## src/rtl/servo_pwm_decoder.sv

```systemverilog
// ----------------------------------------------------------------------------
// servo_pwm_decoder
//
// Measures the high time of an incoming 50 Hz servo-style PWM signal and
// decodes it back into the flag command (0 = bajar / 1 ms, 1 = subir / 1.5 ms).
// Out-of-range pulses are rejected with an error strobe, and a missing input
// (no rising edge within TIMEOUT_CLKS) is reported as loss of signal, with the
// decoded command forced to the fail-safe "flag down" value.
//
// Ports:
//   clk              in   system clock (single domain)
//   reset_n          in   asynchronous reset, active-low
//   pwm_in           in   asynchronous PWM input
//   pulse_width      out  high time, in clocks, of the last accepted pulse
//   comando_banderin out  decoded command (width >= THRESHOLD_CLKS -> 1)
//   pulse_valid      out  1-cycle strobe: an accepted pulse was just measured
//   pulse_error      out  1-cycle strobe: a pulse outside [MIN, MAX] was rejected
//   signal_lost      out  level: no rising edge seen within TIMEOUT_CLKS
//
// All outputs are registered; pwm_in only reaches them through the
// synchronizer and the FSM/counter registers.
// ----------------------------------------------------------------------------
module servo_pwm_decoder #(
    parameter int CLK_FREQ_HZ    = 25_000_000,
    parameter int PULSE_MIN_CLKS = 12_500,
    parameter int PULSE_MAX_CLKS = 62_500,
    parameter int THRESHOLD_CLKS = 31_250,
    parameter int TIMEOUT_CLKS   = 750_000,
    parameter int COUNTER_BITS   = 20
) (
    input  logic                    clk,
    input  logic                    reset_n,
    input  logic                    pwm_in,
    output logic [COUNTER_BITS-1:0] pulse_width,
    output logic                    comando_banderin,
    output logic                    pulse_valid,
    output logic                    pulse_error,
    output logic                    signal_lost
);

    localparam logic [COUNTER_BITS-1:0] MIN_C      = COUNTER_BITS'(PULSE_MIN_CLKS);
    localparam logic [COUNTER_BITS-1:0] MAX_C      = COUNTER_BITS'(PULSE_MAX_CLKS);
    localparam logic [COUNTER_BITS-1:0] THRESH_C   = COUNTER_BITS'(THRESHOLD_CLKS);
    localparam logic [COUNTER_BITS-1:0] TIMEOUT_C  = COUNTER_BITS'(TIMEOUT_CLKS);
    // The high counter stops one above MAX so an over-long pulse is still
    // recognised as too long without the counter wrapping.
    localparam logic [COUNTER_BITS-1:0] HIGH_SAT_C = COUNTER_BITS'(PULSE_MAX_CLKS + 1);
    localparam logic [COUNTER_BITS-1:0] ONE_C      = COUNTER_BITS'(1);

    // The clock frequency is informational only; this block exists solely so
    // the parameter is referenced. It elaborates to nothing.
    if (CLK_FREQ_HZ <= 0) begin : g_clk_freq_unset
    end

    typedef enum logic [1:0] {
        WAIT_LOW,
        WAIT_RISE,
        MEASURE
    } state_t;

    state_t                  state_q, state_d;
    logic                    s1_q, s1_d;      // first synchronizer stage
    logic                    s_q, s_d;        // synchronized input
    logic                    p_q, p_d;        // previous synchronized input
    logic [2:0]              prime_q, prime_d;
    logic [COUNTER_BITS-1:0] high_cnt_q, high_cnt_d;
    logic [COUNTER_BITS-1:0] period_cnt_q, period_cnt_d;
    logic [COUNTER_BITS-1:0] pulse_width_q, pulse_width_d;
    logic                    cmd_q, cmd_d;
    logic                    valid_q, valid_d;
    logic                    error_q, error_d;
    logic                    lost_q, lost_d;

    logic                    rise;
    logic                    fall;
    logic                    in_range;
    logic                    timeout_hit;

    // The synchronizer flops come out of reset as 0, which is not a real
    // sample of pwm_in. prime_q tracks how many stages hold genuine samples:
    // bit 1 -> s is real, bit 2 -> p is real too. Edges are only believed once
    // both s and p are real, so an input already high at reset release is not
    // mistaken for a rising edge and a partial pulse is never measured.
    assign rise     = prime_q[2] &  s_q & ~p_q;
    assign fall     = prime_q[2] & ~s_q &  p_q;
    assign in_range = (high_cnt_q >= MIN_C) && (high_cnt_q <= MAX_C);

    always_comb begin
        state_d       = state_q;
        s1_d          = pwm_in;
        s_d           = s1_q;
        p_d           = s_q;
        prime_d       = {prime_q[1:0], 1'b1};
        high_cnt_d    = high_cnt_q;
        period_cnt_d  = period_cnt_q;
        pulse_width_d = pulse_width_q;
        cmd_d         = cmd_q;
        valid_d       = 1'b0;
        error_d       = 1'b0;
        lost_d        = lost_q;
        timeout_hit   = 1'b0;

        // Period counter runs in every state, so a stuck-high input still
        // times out.
        if (rise) begin
            period_cnt_d = '0;
        end else if (period_cnt_q != TIMEOUT_C) begin
            period_cnt_d = period_cnt_q + ONE_C;
            timeout_hit  = (period_cnt_q + ONE_C == TIMEOUT_C);
        end

        unique case (state_q)
            WAIT_LOW: begin
                // Only leave once s is a genuine sample and shows the input low.
                if (prime_q[1] && !s_q) begin
                    state_d = WAIT_RISE;
                end
            end
            WAIT_RISE: begin
                if (rise) begin
                    state_d    = MEASURE;
                    high_cnt_d = ONE_C;
                end
            end
            MEASURE: begin
                if (fall) begin
                    state_d = WAIT_RISE;
                    if (in_range) begin
                        pulse_width_d = high_cnt_q;
                        cmd_d         = (high_cnt_q >= THRESH_C);
                        valid_d       = 1'b1;
                    end else begin
                        error_d = 1'b1;
                    end
                end else if (s_q && high_cnt_q != HIGH_SAT_C) begin
                    high_cnt_d = high_cnt_q + ONE_C;
                end
            end
            default: begin
                state_d = WAIT_LOW;
            end
        endcase

        // Loss of signal is evaluated after the pulse so the fail-safe command
        // wins over a pulse evaluated in the same cycle. It only forces the
        // command on the cycle the timeout is reached, so pulses accepted
        // while the signal is still flagged as lost update it normally.
        if (rise) begin
            lost_d = 1'b0;
        end else if (timeout_hit) begin
            lost_d = 1'b1;
            cmd_d  = 1'b0;
        end
    end

    always_ff @(posedge clk or negedge reset_n) begin
        if (!reset_n) begin
            state_q       <= WAIT_LOW;
            s1_q          <= 1'b0;
            s_q           <= 1'b0;
            p_q           <= 1'b0;
            prime_q       <= '0;
            high_cnt_q    <= '0;
            period_cnt_q  <= '0;
            pulse_width_q <= '0;
            cmd_q         <= 1'b0;
            valid_q       <= 1'b0;
            error_q       <= 1'b0;
            lost_q        <= 1'b1;
        end else begin
            state_q       <= state_d;
            s1_q          <= s1_d;
            s_q           <= s_d;
            p_q           <= p_d;
            prime_q       <= prime_d;
            high_cnt_q    <= high_cnt_d;
            period_cnt_q  <= period_cnt_d;
            pulse_width_q <= pulse_width_d;
            cmd_q         <= cmd_d;
            valid_q       <= valid_d;
            error_q       <= error_d;
            lost_q        <= lost_d;
        end
    end

    assign pulse_width      = pulse_width_q;
    assign comando_banderin = cmd_q;
    assign pulse_valid      = valid_q;
    assign pulse_error      = error_q;
    assign signal_lost      = lost_q;

endmodule

```

## config.mk

```make
export PLATFORM = sky130hd
export DESIGN_NAME = servo_pwm_decoder
export DESIGN_NICKNAME = d
export VERILOG_FILES = /design/src/rtl/servo_pwm_decoder.sv
export SDC_FILE = /design/constraint.sdc
export NUM_CORES = 1
export LEC_CHECK = 0
export BUFFER_PORTS_ARGS = -buffer_cell sky130_fd_sc_hd__buf_2
export CAP_MARGIN = 15
export CORE_AREA = 4 4 109 85
export DETAILED_ROUTE_END_ITERATION = 7
export DIE_AREA = 0 0 113 89
export SKIP_LAST_GASP = 1
export SYNTH_ARGS = -nofsm -noshare
export SYNTH_HDL_FRONTEND = slang
export SYNTH_SLANG_ARGS = --single-unit
export TNS_END_PERCENT = 20
```

## constraint.sdc

```tcl
create_clock -name clk -period 2.4 [get_ports clk]
set_input_delay 0.36 -clock clk [delete_from_list [all_inputs] [get_ports clk]]
set_output_delay 0.36 -clock clk [all_outputs]
set_load 0.1 [all_outputs]
```

==> results.py <==
metrics = {
    "floorplanning": {
        "initial_core_util": 0.4428,
        "ios": 27,
        "fp-row-count": 29,
        "core_area_um2": 8237,
        "die-area_um2": 10060,
        "die_h_um": 89,
        "die_w_um": 113,
    },
    "yosys": {
        "synthesis.nets": 371,
        "yosysTopAreaCell": "dfrtp_1",
        "ys_ff_latch": 72,
        "synth_area_um2": 3647,
        "synth_edf_count": 0,
        "syn_area_per_cell_um2": 10.08,
        "yosysSeqAreaShare": 0.4943,
        "synth_top_flop_cell": "dfrtp_1",
        "synth.top_cell.area_share": 0.4871,
        "yosysWarnings": 0,
        "synthArstFlopShare": 1.000,
        "netlist_instances": 362,
        "yosys-top-cells-area": "dfrtp_1, mux2_1, nor2_1, a21oi_1, xor2_1",
        "synth_cell_type_count": 58,
    },
    "detailed_routing": {
        "antenna_left": 0,
        "vias_per_cell": 5.501,
        "num_vias": 2899,
        "drc": 0,
        "wl_per_cell_um": 15.64,
        "finalWirelength_um": 8240,
        "first_pass_iters": 4,
        "first_iter_violations": 186,
    },
    "place": {
        "gp_congestion": 0.9367,
        "dp_hpwl_um": 5849,
        "place_ws_ns": 0.1249,
        "numPortBuffers": 26,
    },
    "global_routing": {
        "grtUsageTotal": 0.1767,
        "grt_pass1_vias": 2675,
        "overflow": 0,
        "grt_max_degree": 73,
        "grt_first_pass_wirelength_um": 13930,
        "antenna_found_initial": 0,
    },
    "final_layout": {
        "final_cell_mix": "dfrtp_1, nor2_1, nand2_1, buf_4, buf_2",
        "drive_above_1_share": 0.1957,
        "final_common_cell": "dfrtp_1",
        "diodes": 0,
        "nets": 423,
        "areaGrowthSynthToFinish_pct": 19.45,
    },
    "timing": {
        "max_freq_mhz": 439.5,
        "period_minus_slack_ns": 2.275,
        "timing.final.crit_share": 0.9481,
        "slew_violations": 0,
        "skew_ns": 0.01001,
        "rsz0062_at_grt": "true",
        "final.setup.worst_slack_ns": 0.1247,
        "setup_viol": 0,
        "tightestPinTransition_ns": 0.5493,
        "report.final.hold_viol_count": 0,
        "maxSlewHeadroom": 0.6316,
    },
    "power_and_ir_drop": {
        "vdd_drop_max_mv": 0.4982,
        "p_leak_uw": 0.002001,
        "power-per-cell-area_nw_per_um2": 730.2,
        "totalPowerFinal_uw": 3181,
    },
    "clock_tree": {
        "clock_path_buffers": 2,
        "cts.sinks": 72,
        "cts_max_level": 3,
        "insertion_delay_ns": 0.35,
        "cts_buffers": 9,
        "cts_setup_buffers": 0,
        "root_buffer": "clkbuf_8",
        "cts_tree": "done",
        "ctsResizeCount": 0,
        "hold_buffers": 0,
        "clkTransAtPathRegs_ns": 0.08,
    },
    "run": {
        "maxCapViolCount": 0,
    },
    "critical_path": {
        "cp-end-kind": "flop",
        "startpoint_type": "flop",
        "cp.arrival_ns": 2.51,
        "cp_max_fo": 8,
        "crit_type": "reg2reg",
        "required_ns": 2.63,
    },
    "min_path": {
        "hp-class": "in2async",
    },
    "run_status": {
        "status": "finished clean",
    },
}
[worst paths after layout]
check,from,endpoint,slack (ns),cells after the start
setup / recovery,high_cnt_q[6],pulse_width[14],0.12,6
hold / removal,reset_n,pulse_width[2],0.02,2
setup reg to reg,high_cnt_q[6],pulse_width[14],0.12,6
hold reg to reg,prime_q[0],prime_q[1],0.35,0
max in group asynchronous,reset_n,signal_lost,2.06,2
min in group clk,pwm_in,s1_q,0.13,1
[registers in the layout (all words and copies together), names as in the netlist]
| name | flops |
|---|---|
| high_cnt_q | 20 |
| period_cnt_q | 20 |
| pulse_width | 20 |
| prime_q | 3 |
| state_q | 2 |
| comando_banderin | 1 |
| p_d | 1 |
| p_q | 1 |
| pulse_error | 1 |
| pulse_valid | 1 |
| s1_q | 1 |
| signal_lost | 1 |
[metrics by stage]
step / area, µm² / hold slack, ns / TNS [ns] / utilization / std cells
floorplan: 3647 / 0.06441 / 0 / - / 362
global placement: 4073 / 0.3350 / 0 / 0.4945 / 509
detailed placement: 4073 / 0.3371 / 0 / 0.4945 / 509
CTS: 4342 / 0.01922 / 0 / 0.5271 / 525
global route: 4357 / 0.03308 / -0.002059 / 0.5289 / 527
finish: 4357 / 0.01874 / 0 / 0.5289 / 527
[worst max-delay path, stage by stage, from the launching register on]
cell and delay (ns):
dfrtp_1 0.44, or3_1 0.40, nor3_2 0.19, a211oi_1 0.18, nor4_4 0.37, buf_4 0.24
mux2_1 0.33
[report_power, final]
part | switching, µW | internal [µW] | leakage [µW]
Sequential | 128 | 1290 | 0.000974
Clock | 450 | 825 | 0.000130
Combinational | 303 | 184 | 0.000897
Total | 880 | 2300 | 0.00200
[Yosys cell counts (2+ instances only)]
library cell,count
clkbuf_1,4
nand4_1,13
nor4_1,5
dfrtp_1,71
ha_1,6
nor3_1,7
a21o_1,3
o31ai_1,2
nand2_1,28
nor3b_1,3
buf_2,5
inv_1,9
mux2_1,15
o21ai_0,21
a21oi_1,24
xnor2_1,8
nor4bb_1,2
nor2_1,35
a41o_1,2
xor2_1,13
nand3_1,16
or4b_1,2
nand2b_1,2
nand4b_1,2
or3_1,17
nor2b_1,7
and4_1,3
buf_4,3
mux2i_1,3
nand3b_1,2
or4_1,2
[area by class of cell]
cell class                 instances  area [µm²]
clock buffer                      11       141.4
clock inverter                     5       127.6
fill                             756        3880
inverter                           9       33.78
multi-input combinational        267        1740
sequential                        72        1803
tap                              108       135.1
timing repair buffer              55       375.4
[metal layers]
layer	track usage	wire length [µm]	share of wire
met5	0	0	0
met4	0.05895	97	0.012
met3	0.04533	434	0.053
met2	0.2237	3179	0.39
met1	0.2844	4530	0.55
[cells by family after synthesis]
family,synth area share
DFF,0.4943
AOI/OAI and AO/OA,0.1057
buffers and inverters,0.03087
adders and majority gates,0.02058
other,0.001028
muxes,0.05763
xor gates and xnor gates,0.05043
and+or+nand+nor,0.2395
(Power assumes the default switching activity.)
